<file path="src/rtl/mem_bus_arbiter.sv">
// Purpose: shares one SRAM-like memory bus between the IF requester and the data requester.
// Latency: 0 cycles on both paths (requests to mem_*, mem_data_ok/rdata to requesters).
// Backpressure: mem_addr_ok stalls the winner; the grant stays locked until accepted; no issue while DEPTH are outstanding.
//
// Ports:
//   clk, reset                    clock, synchronous active-high reset
//   inst_* / data_*               requester channels (req, wr, size, wstrb, addr, wdata in;
//                                 addr_ok, data_ok, rdata out)
//   mem_*                         downstream request (out) and mem_addr_ok/mem_data_ok/mem_rdata (in)
//   outstanding                   number of accepted-but-unanswered transactions
//   spurious_ok                   sticky: mem_data_ok seen with nothing outstanding
module mem_bus_arbiter #(
  parameter int DEPTH = 2
) (
  input  logic        clk,
  input  logic        reset,

  input  logic        inst_req,
  input  logic        inst_wr,
  input  logic [1:0]  inst_size,
  input  logic [3:0]  inst_wstrb,
  input  logic [31:0] inst_addr,
  input  logic [31:0] inst_wdata,
  output logic        inst_addr_ok,
  output logic        inst_data_ok,
  output logic [31:0] inst_rdata,

  input  logic        data_req,
  input  logic        data_wr,
  input  logic [1:0]  data_size,
  input  logic [3:0]  data_wstrb,
  input  logic [31:0] data_addr,
  input  logic [31:0] data_wdata,
  output logic        data_addr_ok,
  output logic        data_data_ok,
  output logic [31:0] data_rdata,

  output logic        mem_req,
  output logic        mem_wr,
  output logic [1:0]  mem_size,
  output logic [3:0]  mem_wstrb,
  output logic [31:0] mem_addr,
  output logic [31:0] mem_wdata,
  input  logic        mem_addr_ok,
  input  logic        mem_data_ok,
  input  logic [31:0] mem_rdata,

  output logic [3:0]  outstanding,
  output logic        spurious_ok
);

  localparam int PW = (DEPTH > 1) ? $clog2(DEPTH) : 1;

  typedef enum logic [1:0] {
    IDLE      = 2'd0,
    HOLD_INST = 2'd1,
    HOLD_DATA = 2'd2
  } state_t;

  state_t           state;
  logic [DEPTH-1:0] id_fifo;   // 0 = INST, 1 = DATA
  logic [PW-1:0]    wr_ptr;
  logic [PW-1:0]    rd_ptr;

  logic full;
  logic empty;
  logic sel_data;
  logic push;
  logic pop;
  logic head_id;

  function automatic logic [PW-1:0] ptr_inc(input logic [PW-1:0] p);
    return (p == PW'(DEPTH - 1)) ? '0 : p + 1'b1;
  endfunction

  always_comb begin
    full     = (outstanding == 4'(DEPTH));
    empty    = (outstanding == 4'd0);
    sel_data = 1'b0;
    mem_req  = 1'b0;
    case (state)
      IDLE: begin
        // When nothing can issue the bus idles on the INST fields.
        sel_data = data_req & ~full;
        mem_req  = (data_req | inst_req) & ~full;
      end
      HOLD_INST: begin
        sel_data = 1'b0;
        mem_req  = inst_req;
      end
      HOLD_DATA: begin
        sel_data = 1'b1;
        mem_req  = data_req;
      end
      default: begin
        sel_data = 1'b0;
        mem_req  = 1'b0;
      end
    endcase

    push         = mem_req & mem_addr_ok;
    inst_addr_ok = push & ~sel_data;
    data_addr_ok = push & sel_data;

    head_id      = id_fifo[rd_ptr];
    pop          = mem_data_ok & ~empty;
    inst_data_ok = pop & ~head_id;
    data_data_ok = pop & head_id;
  end

  assign mem_wr     = sel_data ? data_wr    : inst_wr;
  assign mem_size   = sel_data ? data_size  : inst_size;
  assign mem_wstrb  = sel_data ? data_wstrb : inst_wstrb;
  assign mem_addr   = sel_data ? data_addr  : inst_addr;
  assign mem_wdata  = sel_data ? data_wdata : inst_wdata;
  assign inst_rdata = mem_rdata;
  assign data_rdata = mem_rdata;

  always_ff @(posedge clk) begin
    if (reset) begin
      state       <= IDLE;
      id_fifo     <= '0;
      wr_ptr      <= '0;
      rd_ptr      <= '0;
      outstanding <= 4'd0;
      spurious_ok <= 1'b0;
    end else begin
      case (state)
        IDLE:      if (mem_req && !mem_addr_ok) state <= sel_data ? HOLD_DATA : HOLD_INST;
        // Leaving HOLD on a dropped request recovers from a requester protocol violation.
        HOLD_INST: if (!inst_req || mem_addr_ok) state <= IDLE;
        HOLD_DATA: if (!data_req || mem_addr_ok) state <= IDLE;
        default:   state <= IDLE;
      endcase

      if (push) begin
        id_fifo[wr_ptr] <= sel_data;
        wr_ptr          <= ptr_inc(wr_ptr);
      end
      if (pop) rd_ptr <= ptr_inc(rd_ptr);

      case ({push, pop})
        2'b10:   outstanding <= outstanding + 4'd1;
        2'b01:   outstanding <= outstanding - 4'd1;
        default: outstanding <= outstanding;
      endcase

      if (mem_data_ok && empty) spurious_ok <= 1'b1;
    end
  end

endmodule
</file>
<file path="config.mk">
export PLATFORM = sky130hd
export DESIGN_NAME = mem_bus_arbiter
export DESIGN_NICKNAME = d
export VERILOG_FILES = /design/src/rtl/mem_bus_arbiter.sv
export SDC_FILE = /design/constraint.sdc
export NUM_CORES = 1
export LEC_CHECK = 0
export BUFFER_PORTS_ARGS = -buffer_cell sky130_fd_sc_hd__buf_2
export CAP_MARGIN = 20
export CORE_AREA = 2 2 127 129
export CTS_CLUSTER_SIZE = 8
export DETAILED_ROUTE_END_ITERATION = 12
export DIE_AREA = 0 0 129 131
export SYNTH_ARGS = -nofsm -noshare
export SYNTH_HDL_FRONTEND = slang
export SYNTH_SLANG_ARGS = --single-unit
export TNS_END_PERCENT = 5
</file>
<file path="constraint.sdc">
create_clock -name clk -period 7.9 [get_ports clk]
set_input_delay 0.79 -clock clk [delete_from_list [all_inputs] [get_ports clk]]
set_output_delay 0.79 -clock clk [all_outputs]
set_load 0.05 [all_outputs]
</file>
Word-level counts from Yosys, hierarchy flattened
Index checks and enable logic that the tools add are counted.
{"block": "op_classes", "addsub": 4, "n_lt_le_gt_ge": 3, "eq_ne": 8, "muxes": 20, "bitwise": 13, "reduce_logical": 12}
{"cell": "$mux 32", "n": 2}
{"cell": "$mux 2", "n": 5}
{"cell": "$and 1x1->1", "n": 8}
{"cell": "$pmux 4 s2", "n": 1}
{"cell": "$mux 1", "n": 6}
{"cell": "$ne 2x2->1 const B", "n": 3}
{"cell": "$pmux 2 s3", "n": 1}
{"cell": "$add 4x1->4 const B", "n": 1}
{"cell": "$eq 2x1->1 const B", "n": 2}
{"cell": "$eq 2x2->1 const B", "n": 2}
{"cell": "$eq 4x2->1 const B", "n": 1}
{"cell": "$logic_not 4->1", "n": 1}
{"cell": "$lt 1x2->1 const B", "n": 2}
{"cell": "$mux 4", "n": 1}
{"cell": "$not 1->1", "n": 4}
{"cell": "$sub 4x1->4 const B", "n": 1}
{"cell": "$logic_and 1x1->1", "n": 3}
{"cell": "$logic_not 1->1", "n": 3}
{"cell": "$pmux 1 s3", "n": 1}
{"cell": "$reduce_and 3->1", "n": 1}
{"cell": "$add 1x1->1 const B", "n": 2}
{"cell": "$bwmux 2", "n": 1}
{"cell": "$logic_not 2->1", "n": 1}
{"cell": "$logic_or 1x1->1", "n": 2}
{"cell": "other kinds (5)", "n": 5}
{"block": "totals", "regBits": 11, "word_cells": 66}

Logic depth before layout (Yosys ltp)
{"block": "depth", "ltp_word": 7, "mapped_depth": 13, "ltp_nobuf": 10}

Least setup slack after synthesis
OpenSTA, ideal clock, no wires.
{"block": "synth_timing", "kind": "register to output", "startpoint": "register outstanding[1]", "endpoint": "output inst_addr_ok", "arrival_ns": 2.522, "t_required_ns": 7.110, "path_slack_ns": 4.588, "path_stages_with_launch": 8, "path_buffers": 3, "cell_sequence": "dfxtp_1 -> buf_4 -> or4b_4 -> a21oi_2 -> nor2_1 -> buf_6 -> buf_6 -> nor2_1"}
{"block": "synth_between", "elab_chain_cells": 6, "word_cells_on_any_way": 9, "classes_between": "eq/ne: 1; mux: 2; bitwise: 6"}
{"element": "start, declared", "line": "48", "source": "output logic [3:0] outstanding,"}
{"element": "start signal, assigned", "line": "143", "source": "2'b10: outstanding <= outstanding + 4'd1;"}
{"element": "start signal, assigned", "line": "144", "source": "2'b01: outstanding <= outstanding - 4'd1;"}
{"element": "start signal, assigned", "line": "145", "source": "default: outstanding <= outstanding;"}
{"element": "$eq 4x2->1 (*)", "line": "77", "source": "full = (outstanding == 4'(DEPTH));"}
{"element": "$not 1->1 (*)", "line": "84, 85"}
{"element": "$and 1x1->1, on equally long branches", "line": "85, 84"}
{"element": "$pmux 1 s3 or $pmux 1 s2 (tied branches)", "line": "81", "source": "case (state)"}
{"element": "$and 1x1->1 or $not 1->1 (tied branches)", "line": "101, 102"}
{"element": "$and 1x1->1 (*)", "line": "102", "source": "inst_addr_ok = push & ~sel_data;"}
{"element": "end, declared", "line": "24", "source": "output logic inst_addr_ok,"}
Mark *: on every way between the ends. The rest lies on a longest branch, timed or not.

Worst setup path in the final report
{"block": "layout_timing", "startpoint": "register outstanding[1]", "endpoint": "output mem_wdata[6]"}
{"block": "layout_between", "elab_chain_cells": 5}
{"element": "$eq 4x2->1", "line": "77"}
{"element": "$not 1->1", "line": "84", "source": "sel_data = data_req & ~full;"}
{"element": "$and 1x1->1", "line": "84"}
{"element": "$pmux 1 s2", "line": "81"}
{"element": "$mux 32", "line": "115", "source": "assign mem_wdata = sel_data ? data_wdata : inst_wdata;"}
{"element": "end, declared", "line": "43", "source": "output logic [31:0] mem_wdata,"}
No other way between the ends.

==> flow_summary.toml <==
[run_status]
status = "finished clean"

[clock_network]
cts_resized = 0
clock_latency_ns = 0.24
postCtsSetupBuffers = 0
clk_pin_slew_worst_paths_ns = 0.04
clkSinkCount = 11
hold_buffers = 0
cts_buffers = 3
cts_tree = "done"
cts_root_buffer = "clkbuf_16"
htreeDepth = 1
clockBufferDepth = 2

[cells_and_area]
area_delta_synth_final_pct = 40.22
postLayoutCoreUtil_pct = 20.47
fin_nets = 560
drive_above_1_share_pct = 82.23

[route]
routedWlPerCell_um = 17.79
vias = 2230
routed_wl_um = 10600
firstDrtPassIters = 4
drtAntennaViolNets = 0
drc = 0
drt_iter0_drc = 81
via_per_inst = 3.742

[worst_hold_path]
hold_class = "reg -> reg"

[timing]
timing.final.ws_setup_ns = 4.422
worstMarginPinSlew_ns = 0.7312
min_period_ns = 3.478
fin_crit_sh_pct = 44.03
fin_skew_ns = 0.003211
rsz0062_at_grt = "no"
drv_slew = 0
max_freq_mhz = 287.5
setup_viol = 0
fin_setup_tns_ns = 0
timing_hold_violations_final = 0
slew_headroom_pct = 51.25

[power_and_ir_drop]
power_uw = 878.0
powerDensity_mw_per_mm2 = 275.0
irDropWorstVdd_v = 0.0002055
power.leakage_nw = 1.749

[floorplanning]
die_height_um = 131
dieWidth_um = 129
initial_core_util_pct = 14.60
pin_count = 325
dieArea_mm2 = 0.01690
design.core.area_mm2 = 0.01560
rows = 46

[yosys]
yosysWarnings = 0
yosys.area.top_type = "mux2_4"
synth_compound_area_share_pct = 5.714
synthCells = 220
synth_top_area_share_pct = 38.24
synth_top_family_by_area = "multiplexers"
synth_fp_nets = 402
avgSynthCellArea_um2 = 10.35
muxShareOfSynthArea_pct = 46.48
ys_types = 31
synth_xor_area_share_pct = 2.308
ys_seq_area_share_pct = 9.670
yosys.area_share.simple_pct = 6.813
synth_seq_cells = 11
netlist_area_mm2 = 0.002277
synth_adder_area_share_pct = 1.099
synth_area_leaders = "mux2_4 (38%), buf_4 (22%), dfxtp_1 (9.7%)"

[place]
io_buffers = 228
gp_congestion = 0.8671
place_ws_ns = 4.553
place.detailed.hpwl_um = 9188

[run]
maxCapViolCount = 0

[grt]
grt_usage_pct = 10.66
grt_pass1_wl_um = 12970
grt_max_degree = 41
antenna_found_initial = 2
grt_pass1_vias = 1967
gr-total-overflow = 0

[critical_path]
critical-path-slowest-cell = "dfxtp_1"
critical-path-max-stage-delay_ns = 0.54
crit_family = "simple AND/OR/NAND/NOR gates"
cp_max_fo = 40
critical_path_class = "reg -> out"
start_kind = "flop"
cp_cell_sequence = "or4b_4 > a21oi_2 > nor2_4 > buf_4 > mux2_4 > buf_2"
required_ns = 7.11
cp-end-kind = "primary output"
path_buf_inv = 2
crit_arrival_ns = 2.69
[per-stage QoR]
stage	hold slack, ns	std cells	cell area, µm²
floorplan	0.4532	220	2277
global placement	0.4532	588	3087
detailed placement	0.4660	589	3107
CTS	0.4805	593	3186
global route	0.4992	593	3186
finish	0.4837	596	3193
[Yosys cell counts]
| library cell | n |
|---|---|
| nor4_1 | 3 |
| o41ai_2 | 1 |
| nand4_1 | 2 |
| a2111oi_4 | 1 |
| a221o_1 | 1 |
| o21ai_0 | 4 |
| buf_2 | 1 |
| nor4b_1 | 2 |
| ha_1 | 2 |
| a22oi_1 | 1 |
| nor2b_1 | 3 |
| a21oi_2 | 1 |
| nor3b_1 | 1 |
| mux2_4 | 58 |
| a21oi_1 | 8 |
| inv_1 | 5 |
| dfxtp_1 | 11 |
| clkbuf_1 | 2 |
| buf_6 | 3 |
| buf_4 | 66 |
| or3_1 | 1 |
| or4b_4 | 1 |
| buf_8 | 5 |
| xnor2_1 | 2 |
| nor2_1 | 11 |
| mux2_2 | 14 |
| nand2b_1 | 1 |
| or2b_1 | 1 |
| nor3_1 | 1 |
| mux2i_1 | 3 |
| xor2_1 | 4 |
[kinds of logic after synthesis]
kind of cell / count (synthesis)
buffers and inverters: 82
muxes: 75
and+or+nand+nor: 27
AOI/OAI and AO/OA: 17
DFF: 11
xor gates and xnor gates: 6
adders and majority gates: 2
[state kept, by name, summed over array words and instances, names as in the netlist]
| name | count |
|---|---|
| outstanding | 4 |
| id_fifo | 2 |
| state | 2 |
| rd_ptr | 1 |
| spurious_ok | 1 |
| wr_ptr | 1 |
[layout by cell type (no fill, tap or decap), drive strengths merged]
cell,n
buf,230
mux2,72
dfxtp,11
nor2,11
a21oi,9
inv,5
xor2,4
o21ai,4
clkbuf,4
diode,3
mux2i,3
nor2b,3
nor4,3
nor4b,2
nand4,2
xnor2,2
ha,2
o41ai,1
or4b,1
or2b,1
nand2b,1
a221o,1
a22oi,1
nor3,1
or3,1
nor3b,1
a2111oi,1
[power by group]
part           total (mW)  switching, mW  internal (mW)  leakage, nW
Combinational       0.688          0.452          0.236         1.62
Clock              0.0933         0.0255         0.0678       0.0382
Sequential         0.0963         0.0256         0.0707       0.0902
[final cells by class]
| type | instances | area, µm² |
|---|---|---|
| antenna | 3 | 7.507 |
| clock buffer | 4 | 78.83 |
| fill | 1745 | 12400 |
| inverter | 5 | 18.77 |
| multi-input combinational | 127 | 1429 |
| sequential | 11 | 220.2 |
| tap | 216 | 270.3 |
| timing repair buffer | 230 | 1169 |
[routing by layer]
metal | up-vias | track usage (%) | wire length (µm)
met2 | 203 | 12.89 | 3827
met1 | 1001 | 17.51 | 5460
met3 | 2 | 4.112 | 1287
met5 | - | 0 | 0
li1 | 1024 | - | -
met4 | 0 | 0.8312 | 25
[final timing paths]
| path | startpoint | end | slack (ns) | cells past startpoint |
|---|---|---|---|---|
| worst max-delay path | outstanding[1] | mem_wdata[6] | 4.42 | 6 |
| worst min-delay path | id_fifo[0] | id_fifo[0] | 0.48 | 2 |
| worst max register to register | outstanding[1] | outstanding[2] | 4.76 | 10 |
| worst min register to register | id_fifo[0] | id_fifo[0] | 0.48 | 2 |
[worst min-delay path, stage by stage (launching register included)]
cell,delay [ns]
dfxtp_1,0.30
o21ai_0,0.07
a21oi_1,0.06
(Power assumes the default switching activity.)
